`src/rtl/key_event_arbiter.sv`:
```
// Round-robin arbiter: latches per-key press pulses and offers them one at a time
// to a single consumer over valid/ready, with sticky per-key overrun flags.
//
//   state   | meaning
//   --------+---------------------------------------------------------------
//   S_IDLE  | nothing offered; pick next pending key from r_ptr (wrapping)
//   S_OFFER | o_evt_valid=1, o_evt_id held until i_evt_ready handshake
module key_event_arbiter #(
    parameter int N_KEYS = 4,
    parameter int ID_W   = 2
) (
    input  logic              i_clk,
    input  logic              i_rst_n,
    input  logic [N_KEYS-1:0] i_key_pulse,
    input  logic              i_evt_ready,
    input  logic              i_clr_ovr,
    output logic              o_evt_valid,
    output logic [ID_W-1:0]   o_evt_id,
    output logic [N_KEYS-1:0] o_pending,
    output logic [N_KEYS-1:0] o_overrun
);

    typedef enum logic {
        S_IDLE  = 1'b0,
        S_OFFER = 1'b1
    } state_t;

    state_t            r_state;
    state_t            w_state_nxt;
    logic [ID_W-1:0]   r_ptr;
    logic [ID_W-1:0]   r_evt_id;
    logic [ID_W-1:0]   w_sel;
    logic [ID_W-1:0]   w_id_inc;
    logic [N_KEYS-1:0] r_pending;
    logic [N_KEYS-1:0] r_overrun;
    logic [N_KEYS-1:0] w_clr_mask;
    logic              w_found;
    logic              w_hs;
    logic              w_load;

    // Search upward from r_ptr with explicit wrap so non-power-of-two sizes work.
    always_comb begin
        w_found = 1'b0;
        w_sel   = '0;
        for (int k = 0; k < N_KEYS; k++) begin
            automatic int idx = int'(r_ptr) + k;
            if (idx >= N_KEYS) idx = idx - N_KEYS;
            if (!w_found && r_pending[ID_W'(idx)]) begin
                w_found = 1'b1;
                w_sel   = ID_W'(idx);
            end
        end
    end

    always_comb begin
        w_id_inc = (r_evt_id == ID_W'(N_KEYS - 1)) ? '0 : r_evt_id + ID_W'(1);
    end

    always_ff @(posedge i_clk or negedge i_rst_n) begin
        if (!i_rst_n) r_state <= S_IDLE;
        else          r_state <= w_state_nxt;
    end

    always_comb begin
        w_state_nxt = r_state;
        case (r_state)
            S_IDLE:  if (w_found) w_state_nxt = S_OFFER;
            S_OFFER: if (i_evt_ready) w_state_nxt = S_IDLE;
            default: w_state_nxt = S_IDLE;
        endcase
    end

    always_comb begin
        w_hs       = (r_state == S_OFFER) && i_evt_ready;
        w_load     = (r_state == S_IDLE) && w_found;
        w_clr_mask = '0;
        if (w_hs) w_clr_mask[r_evt_id] = 1'b1;
    end

    // A new press always wins over a same-cycle handshake clear or overrun clear.
    always_ff @(posedge i_clk or negedge i_rst_n) begin
        if (!i_rst_n) begin
            r_ptr     <= '0;
            r_evt_id  <= '0;
            r_pending <= '0;
            r_overrun <= '0;
        end else begin
            r_pending <= (r_pending & ~w_clr_mask) | i_key_pulse;
            r_overrun <= (i_clr_ovr ? '0 : r_overrun)
                       | (i_key_pulse & r_pending & ~w_clr_mask);
            if (w_load) r_evt_id <= w_sel;
            if (w_hs)   r_ptr    <= w_id_inc;
        end
    end

    assign o_evt_valid = (r_state == S_OFFER);
    assign o_evt_id    = r_evt_id;
    assign o_pending   = r_pending;
    assign o_overrun   = r_overrun;

endmodule

```
`config.mk`:
```
export PLATFORM = sky130hd
export DESIGN_NAME = key_event_arbiter
export DESIGN_NICKNAME = d
export VERILOG_FILES = /design/src/rtl/key_event_arbiter.sv
export SDC_FILE = /design/constraint.sdc
export NUM_CORES = 1
export LEC_CHECK = 0
export CORE_MARGIN = 2
export CORE_UTILIZATION = 40
export CTS_CLUSTER_SIZE = 12
export DETAILED_ROUTE_END_ITERATION = 10
export PLACE_DENSITY = 0.64
export SYNTH_ARGS = -nofsm -noshare
export SYNTH_HDL_FRONTEND = slang
export SYNTH_SLANG_ARGS = --single-unit
```
`constraint.sdc`:
```
create_clock -name i_clk -period 3 [get_ports i_clk]
set_clock_uncertainty 0.15 [all_clocks]
set_input_delay 0.6 -clock i_clk [delete_from_list [all_inputs] [get_ports i_clk]]
set_output_delay 0.6 -clock i_clk [all_outputs]
set_load 0.02 [all_outputs]
```
Yosys cells after proc, flatten, opt, wreduce, memory -nomap -nowiden --
Index checks and enable logic that the tools add are counted.
Storage, ports and cells: ROM bits 0, memories 0, bits in writable memories 0, logic and storage cells 72, input port bits 8, output and inout bits 11, bits in registers 13, bits in latches 0
Operators by class: add/subtract/negate cells 8, multipliers 0, reductions and logical operators 9, equality and inequality tests 1, shifts and indexed selects 0, $lt $le $gt $ge 10, divide/modulo/power cells 0, bitwise gates (word level) 7, mux-type cells 32
Operator list (count):
- $mux W2 | 9
- $lt A2 B4 Y1 const B | 4
- $mux W1 | 15
- $and A4 B4 Y4 | 3
- $ge A3 B3 Y1 const B | 3
- $bmux W1 S2 | 4
- $mux W4 | 2
- $or A4 B4 Y4 | 2
- $sub A2 B1 Y2 const B | 4
- $add A2 B2 Y3 const B | 2
- $logic_and A1 B1 Y1 | 6
- $not A4 Y4 | 1
- $add A2 B1 Y3 const B | 1
- $ge A2 B3 Y1 const B | 1
- $logic_not A1 Y1 | 3
- $lt A2 B3 Y1 const B | 1
- $add A2 B1 Y2 const B | 1
- $demux W1 S2 | 1
- $eq A2 B2 Y1 const B | 1
- $ge A2 B1 Y1 const B | 1
- $pmux W1 S2 | 1
- $not A1 Y1 | 1

Depth between registers and ports, before layout --
Gate-level depths: netlist of run 1.
depth in word-level cells 17, depth in mapped cells 5, gate-level depth less buffers 5

Least setup slack after synthesis of run 1 --
OpenSTA, ideal clock, no wires.
path kind register -> register, from reg r_pending[1] (netlist: o_pending[1]), to reg r_evt_id[1] (netlist: o_evt_id[1]), cell stages (with the launch flop) 6, arrival time 1.150 ns, period minus slack after synthesis 1.429 ns, buffers on the path 1, path slack 1.571 ns, setup time 0.129 ns, cells stage by stage dfrtp_1 -> buf_6 -> and4bb_1 -> a31oi_1 -> o31ai_2 -> o22ai_2
On the way: longest elaborated chain between the ends 14, elaborated cells between the ends (all ways) 27, those cells by class mux (20); reduce/logical (7)
RTL lines:
- start, declared | RTL line 34 | logic [N_KEYS-1:0] r_pending;
- start signal, assigned | RTL line 88 | r_pending <= (r_pending & ~w_clr_mask) | i_key_pulse;
- $bmux W1 S2 | RTL line 48 | if (!w_found && r_pending[ID_W'(idx)]) begin
- $mux W1 (not written as such) (2 in series) | RTL line 48
- $mux W1 | RTL line 48
- $logic_not A1 Y1 | RTL line 48
- $logic_and A1 B1 Y1 | RTL line 48
- $mux W1 | RTL line 48
- $logic_not A1 Y1 | RTL line 48
- $logic_and A1 B1 Y1 | RTL line 48
- $mux W1 | RTL line 48
- $logic_not A1 Y1 | RTL line 48
- $logic_and A1 B1 Y1 | RTL line 48
- $mux W1 | RTL line 48
- $logic_and A1 B1 Y1 | RTL line 75 | w_load = (r_state == S_IDLE) && w_found;
- end signal, assigned | RTL line 91 | if (w_load) r_evt_id <= w_sel;
- end, declared | RTL line 31 | logic [ID_W-1:0] r_evt_id;
Several ways; a longest one is shown, not always the timed one. The select of a mux whose other input is x is not followed. A chain may end at the register's enable or synchronous reset.

Worst setup path in the final report of run 1 --
from reg r_pending[1] (netlist: o_pending[1]), to out o_pending[1]
RTL lines:
- end, declared | RTL line 19 | output logic [N_KEYS-1:0] o_pending,
No word-level cell between the ends.

==> results.yml, run 1 <==
clock_network:
  cts_resized: 0
  cts_hold_buffers: 0
  cts_buffers: 3
  cts_setup_buffers: 0
  ctsRootBufferMaster: "clkbuf_4"
  clock_sinks: 13
  path_clk_slew_ns: 0.08
  clk_latency_ns: 0.27
  clk_path_buf_depth: 2
  tritoncts: "done"
  htreeDepth: 1
routing:
  vias: 548
  viasPerCell: 5.27
  first_pass_iters: 4
  routedWlPerCell_um: 13.6
  ant_nets: 0
  drt_iter0_drc: 11
  routed_wl_mm: 1.41
  detail_route.drc_violations: 0
grt:
  grt_max_degree: 14
  grt_pass1_vias: 481
  antenna_found_initial: 0
  grt-ovfl-total: 0
  grt_pass1_wl_mm: 2.29
  grtUsageTotal_pct: 16.0
logic_synthesis:
  syn_area_um2: 711
  synth_seq_cells: 13
  syn_inst: 68
  ys_types: 26
  synth.yosys.seq_area_share_pct: 45.8
  yosys_warnings: 0
  synth_area_per_cell_um2: 10.5
  syn_nets: 80
worst_setup_path:
  rr_startpoint: "o_pending[1]"
  required_ns: 2.25
  critPathTopFamily: "buffers and inverters"
  path_buf_inv: 1
  cp_max_fo: 11
  worstSetupEndpointType: "output pin"
  cpPeakStageDelay_ns: 0.67
  worstSetupPathType: "register to output pin"
  crit_path_top_delay_cell: "clkdlybuf4s50_1"
  worstRegToRegCells: 4
  worst_setup_path_start_kind: "register"
  cp.depth: 1
  crit_chain: "clkdlybuf4s50_1"
  timing.rr.end: "o_evt_id[1]"
  rrSetupSlack_ns: 1.55
  cp_data_arrival_time_ns: 1.49
cells_and_area:
  antenna_cells: 0
  drive_gt1_share_pct: 9.20
  syn2layout_area_growth_pct: 28.2
  finalInstanceArea_um2: 911
  instances_no_fill: 104
  finalNetCount: 100
outcome:
  status: "completed"
power_and_ir_drop:
  p_clk_share_pct: 14.9
  p_int_uw: 432
  p_sw_share_pct: 38.3
  pwr_density_cell_mw_per_mm2: 769
  ir_worst_vdd_v: 0.000365
  power.leakage_uw: 0.000405
  switchingPower_uw: 268
  power.share.combinational_pct: 43.4
  power_frac_seq_pct: 41.7
floorplan:
  dieArea_mm2: 0.00213
  fp-row-count: 15
  die_height_um: 46.2
  coreArea_mm2: 0.00169
  die_x_um: 46.2
  initial_utilization_pct: 42.1
  ioPinCount: 19
min_path:
  holdPathEnd: "o_overrun[3]"
  hold_path.class: "register to register"
  min-delay-start: "o_overrun[3]"
  hold_path_depth: 2
sta:
  whs_ns: 0.378
  fin_crit_sh_pct: 74.6
  max_freq_mhz: 447
  finalSetupViolations: 0
  slew_headroom_pct: 59.0
  worstMarginPinSlew_ns: 0.614
  fin_crit_ns: 2.24
  rsz0062_at_grt: "false"
  finalSetupTns_ns: 0
  hold_viol: 0
  slew_viol_final: 0
placed_design:
  dp_hpwl_mm: 1.03
  place_area_um2: 885
  io_buffers: 18
  dpl.cell_count: 100
  gp_congestion: 0.794
flow_run:
  max_cap_violations: 0
==> worst register-to-register path, cell delays in order, from the launching register on <==
cell and delay, ns:
dfrtp_1 0.50, and4bb_1 0.30, a31oi_1 0.05, o31ai_2 0.22, o22ai_2 0.10
==> logic make-up (layout without fill, tap and decap cells) <==
logic type	count (synthesis)	in the layout	share of synthesized area, %
AND/OR/NAND/NOR	19	19	16.6
multiplexers	3	3	4.40
buffers and inverters	10	29	7.57
flip-flops	13	13	45.8
AO/OA/AOI/OAI	19	19	18.7
adder cells (fa/ha/maj)	4	4	7.04
==> placed cells by master (no fill, tap or decap), types with 2 or more instances in the layout <==
| cell | n |
|---|---|
| clkbuf_4 | 3 |
| a21o_1 | 4 |
| ha_1 | 4 |
| nand3_1 | 9 |
| clkdlybuf4s50_1 | 18 |
| nand2_1 | 2 |
| mux2i_1 | 2 |
| a21oi_1 | 2 |
| nor2_1 | 2 |
| o21ai_0 | 6 |
| dfrtp_1 | 13 |
| inv_1 | 7 |
==> worst max path at each step <==
stage / startpoint / to / slack [ns]
6_report: o_pending[1] / o_pending[1] / 0.76
3_3_place_gp: o_pending[1] / o_pending[1] / 1.07
4_1_cts: o_pending[1] / o_pending[1] / 0.75
5_1_grt: o_pending[1] / o_pending[1] / 0.67
3_5_place_dp: o_pending[1] / o_pending[1] / 1.07
2_1_floorplan: o_pending[1] / o_evt_id[1] / 1.57
==> synth_stat cells, drive strengths merged <==
library cell / count / area (um2)
nand3: 9 / 45.0
o21ai: 7 / 35.0
mux2i: 2 / 20.0
ha: 4 / 50.1
o31ai: 2 / 20.0
mux2: 1 / 11.3
dfrtp: 13 / 325
nor3b: 1 / 7.51
a31oi: 1 / 6.26
nor2: 3 / 13.8
o22ai: 1 / 12.5
o211a: 1 / 10.0
nand2: 2 / 7.51
buf: 3 / 27.5
inv: 7 / 26.3
and4bb: 1 / 12.5
nor4: 1 / 12.5
a32oi: 1 / 8.76
and2b: 1 / 10.0
a21o: 4 / 30.0
and3b: 1 / 8.76
a21oi: 2 / 10.0
==> layout make-up <==
class / instances / area [um2]
clock buffers: 4 / 26.3
fillers: 157 / 778
inverters: 7 / 26.3
multi-input cells: 45 / 332
flip-flops and latches: 13 / 325
well taps: 17 / 21.3
repair buffers: 18 / 180
==> metrics by stage <==
| step | setup WS [ns] | util, % | total power (uW) |
|---|---|---|---|
| 2_1_floorplan | 1.57 | - | 478 |
| 3_3_place_gp | 1.07 | 52.4 | 596 |
| 3_5_place_dp | 1.07 | 52.4 | 596 |
| 4_1_cts | 0.754 | 53.9 | 707 |
| 5_1_grt | 0.672 | 53.9 | 769 |
| 6_report | 0.761 | 53.9 | 701 |
==> power by group through the flow <==
stage / clock [uW] / sequential, uW / combinational, uW
after CTS: 111 / 291 / 305
after floorplan: 0 / 315 / 163
after global routing: 127 / 304 / 338
final: 105 / 292 / 304
after detailed placement: 0 / 295 / 302
after global placement: 0 / 294 / 302
==> metal layers <==
metal / GRT usage, % / wire (um) / vias to the layer above
met5: 0 / 0 / -
met4: 5.71 / 0 / 0
met3: 7.84 / 81 / 0
met2: 20.0 / 589 / 18
met1: 23.1 / 739 / 250
li1: - / - / 280
==> registers in the layout (all words and copies together), names as in the netlist <==
signal	cells
o_evt_id	2
o_overrun	4
o_evt_valid	1
r_ptr	2
o_pending	4
Note: power is estimated with default switching activity, not from simulation.
==> inputs of run 2 (changes only) <==
==> constraint.sdc (replaced) <==
create_clock -name i_clk -period 2.16 [get_ports i_clk]
set_clock_uncertainty 0.15 [all_clocks]
set_input_delay 0.432 -clock i_clk [delete_from_list [all_inputs] [get_ports i_clk]]
set_output_delay 0.432 -clock i_clk [all_outputs]
set_load 0.02 [all_outputs]
==> results.yml, run 2 (same netlist as run 1, synthesis figures left out) <==
outcome:
  status: "completed"
sta:
  max_freq_mhz: 482
  fin_crit_sh_pct: 96.0
  worstMarginPinSlew_ns: 0.590
  fin_crit_ns: 2.07
  rsz0062_at_grt: "false"
  slew_headroom_pct: 60.6
  finalSetupTns_ns: 0
  finalSetupViolations: 0
  hold_viol: 0
  slew_viol_final: 0
floorplan:
  initial_utilization_pct: 42.1
  die_x_um: 46.2
  dieArea_mm2: 0.00213
  die_height_um: 46.2
  coreArea_mm2: 0.00169
  ioPinCount: 19
  fp-row-count: 15
cells_and_area:
  drive_gt1_share_pct: 11.4
  antenna_cells: 0
  finalNetCount: 101
  mostFrequentLayoutCell: "clkdlybuf4s50_1"
  final_cell_mix: "clkdlybuf4s50_1 (18), dfrtp_1 (13), nand3_1 (9)"
  syn2layout_area_growth_pct: 29.4
grt:
  grt_pass1_wl_mm: 2.16
  antenna_found_initial: 0
  grt_max_degree: 14
  grtUsageTotal_pct: 14.9
  grt_pass1_vias: 488
  grt-ovfl-total: 0
worst_setup_path:
  cp_max_fo: 11
  cpPeakStageDelay_ns: 0.67
  crit_chain: "clkdlybuf4s50_1"
  worstSetupEndpointType: "output pin"
  critPathTopFamily: "buffers and inverters"
  path_buf_inv: 1
  crit_path_top_delay_cell: "clkdlybuf4s50_1"
  worst_setup_path_start_kind: "register"
  required_ns: 1.58
  cp_data_arrival_time_ns: 1.49
  worstSetupPathType: "register to output pin"
routing:
  detail_route.drc_violations: 0
  first_pass_iters: 3
  viasPerCell: 5.18
  vias: 544
  routed_wl_mm: 1.44
  ant_nets: 0
  routedWlPerCell_um: 13.7
  drt_iter0_drc: 13
power_and_ir_drop:
  p_int_uw: 602
  pwr_density_cell_mw_per_mm2: 1070
  power_frac_seq_pct: 40.7
  p_clk_share_pct: 15.2
  power.share.combinational_pct: 44.1
  total_power_uw: 982
  switchingPower_uw: 380
  ir_worst_vdd_v: 0.000616
  power.leakage_uw: 0.000412
  p_sw_share_pct: 38.7
clock_network:
  cts_setup_buffers: 0
  cts_resized: 0
  clk_path_buf_depth: 2
  clock_sinks: 13
  tritoncts: "done"
  path_clk_slew_ns: 0.08
  clk_latency_ns: 0.28
  htreeDepth: 1
  cts_buffers: 3
  ctsRootBufferMaster: "clkbuf_4"
  cts_hold_buffers: 0
placed_design:
  io_buffers: 18
  gp_congestion: 0.795
  dp_hpwl_mm: 1.06
min_path:
  hold_path.class: "input port to asynchronous set/reset pin"
flow_run:
  max_cap_violations: 0
-- run 2: cell types whose count changed in the layout (fill, tap and decap cells not counted), sizes merged --
cell    change
buf         +1
clkbuf      -1
clkinv      +1
-- run 2: final timing paths --
check / slack, ns / endpoint / depth (start not counted) / from
max: 0.09 / o_pending[1] / 1 / o_pending[1]
min: 0.37 / o_evt_valid / 1 / i_rst_n
max reg2reg: 0.71 / o_evt_id[1] / 4 / o_pending[1]
min reg2reg: 0.38 / o_overrun[2] / 2 / o_overrun[2]
max in group asynchronous: 1.11 / o_overrun[0] / 1 / i_rst_n
min in group i_clk: 0.38 / o_overrun[2] / 2 / o_overrun[2]
-- run 2: per-stage QoR --
step / hold slack (ns) / std cells / util [%] / cell area, um2 / worst slack [ns]
global route: 0.419 / 105 / 54.4 / 920 / 0.0196
floorplan: -0.0136 / 68 / - / 711 / 0.731
global placement: 0.363 / 101 / 52.8 / 892 / 0.397
CTS: 0.382 / 105 / 54.4 / 920 / 0.0841
finish: 0.374 / 105 / 54.4 / 920 / 0.0866
detailed placement: 0.366 / 101 / 52.8 / 892 / 0.393
-- run 2: power by group through the flow --
stage / Sequential [uW] / Combinational, uW / Clock, uW
after global routing: 412 / 475 / 171
after detailed placement: 404 / 433 / 0
after CTS: 399 / 436 / 159
after floorplan: 438 / 226 / 0
final: 399 / 433 / 149
after global placement: 402 / 432 / 0
-- run 2: layout make-up --
type                       instances  area (um2)
sequential                        13         325
multi-input combinational         45         332
timing repair buffer              19         188
clock buffer                       3        22.5
inverter                           7        26.3
tap                               17        21.3
clock inverter                     1        5.00
fill                             152         769
-- run 2: worst reg2reg max path, delay by kind of cell, from the launching register on --
family | cells | cell delay (ns)
DFF | 1 | 0.50
AOI/OAI and AO/OA | 3 | 0.38
and+or+nand+nor | 1 | 0.31
-- run 2: routing by layer --
metal | global-route usage [%] | wire length [um] | vias up
met2 | 21.7 | 631 | 13
met1 | 19.9 | 705 | 244
met4 | 3.43 | 22 | 0
met5 | 0 | 0 | -
li1 | - | - | 282
met3 | 7.06 | 78 | 5
==> inputs of run 3 (changes only) <==
--- a/config.mk
+++ b/config.mk
@@ -9,6 +9,7 @@
 export CORE_UTILIZATION = 40
 export CTS_CLUSTER_SIZE = 12
 export DETAILED_ROUTE_END_ITERATION = 10
+export GPL_ROUTABILITY_DRIVEN = 0
 export PLACE_DENSITY = 0.64
 export SYNTH_ARGS = -nofsm -noshare
 export SYNTH_HDL_FRONTEND = slang
==> results of run 3 <==
Same layout as run 2: the final DEF is identical, and so are final timing and power.
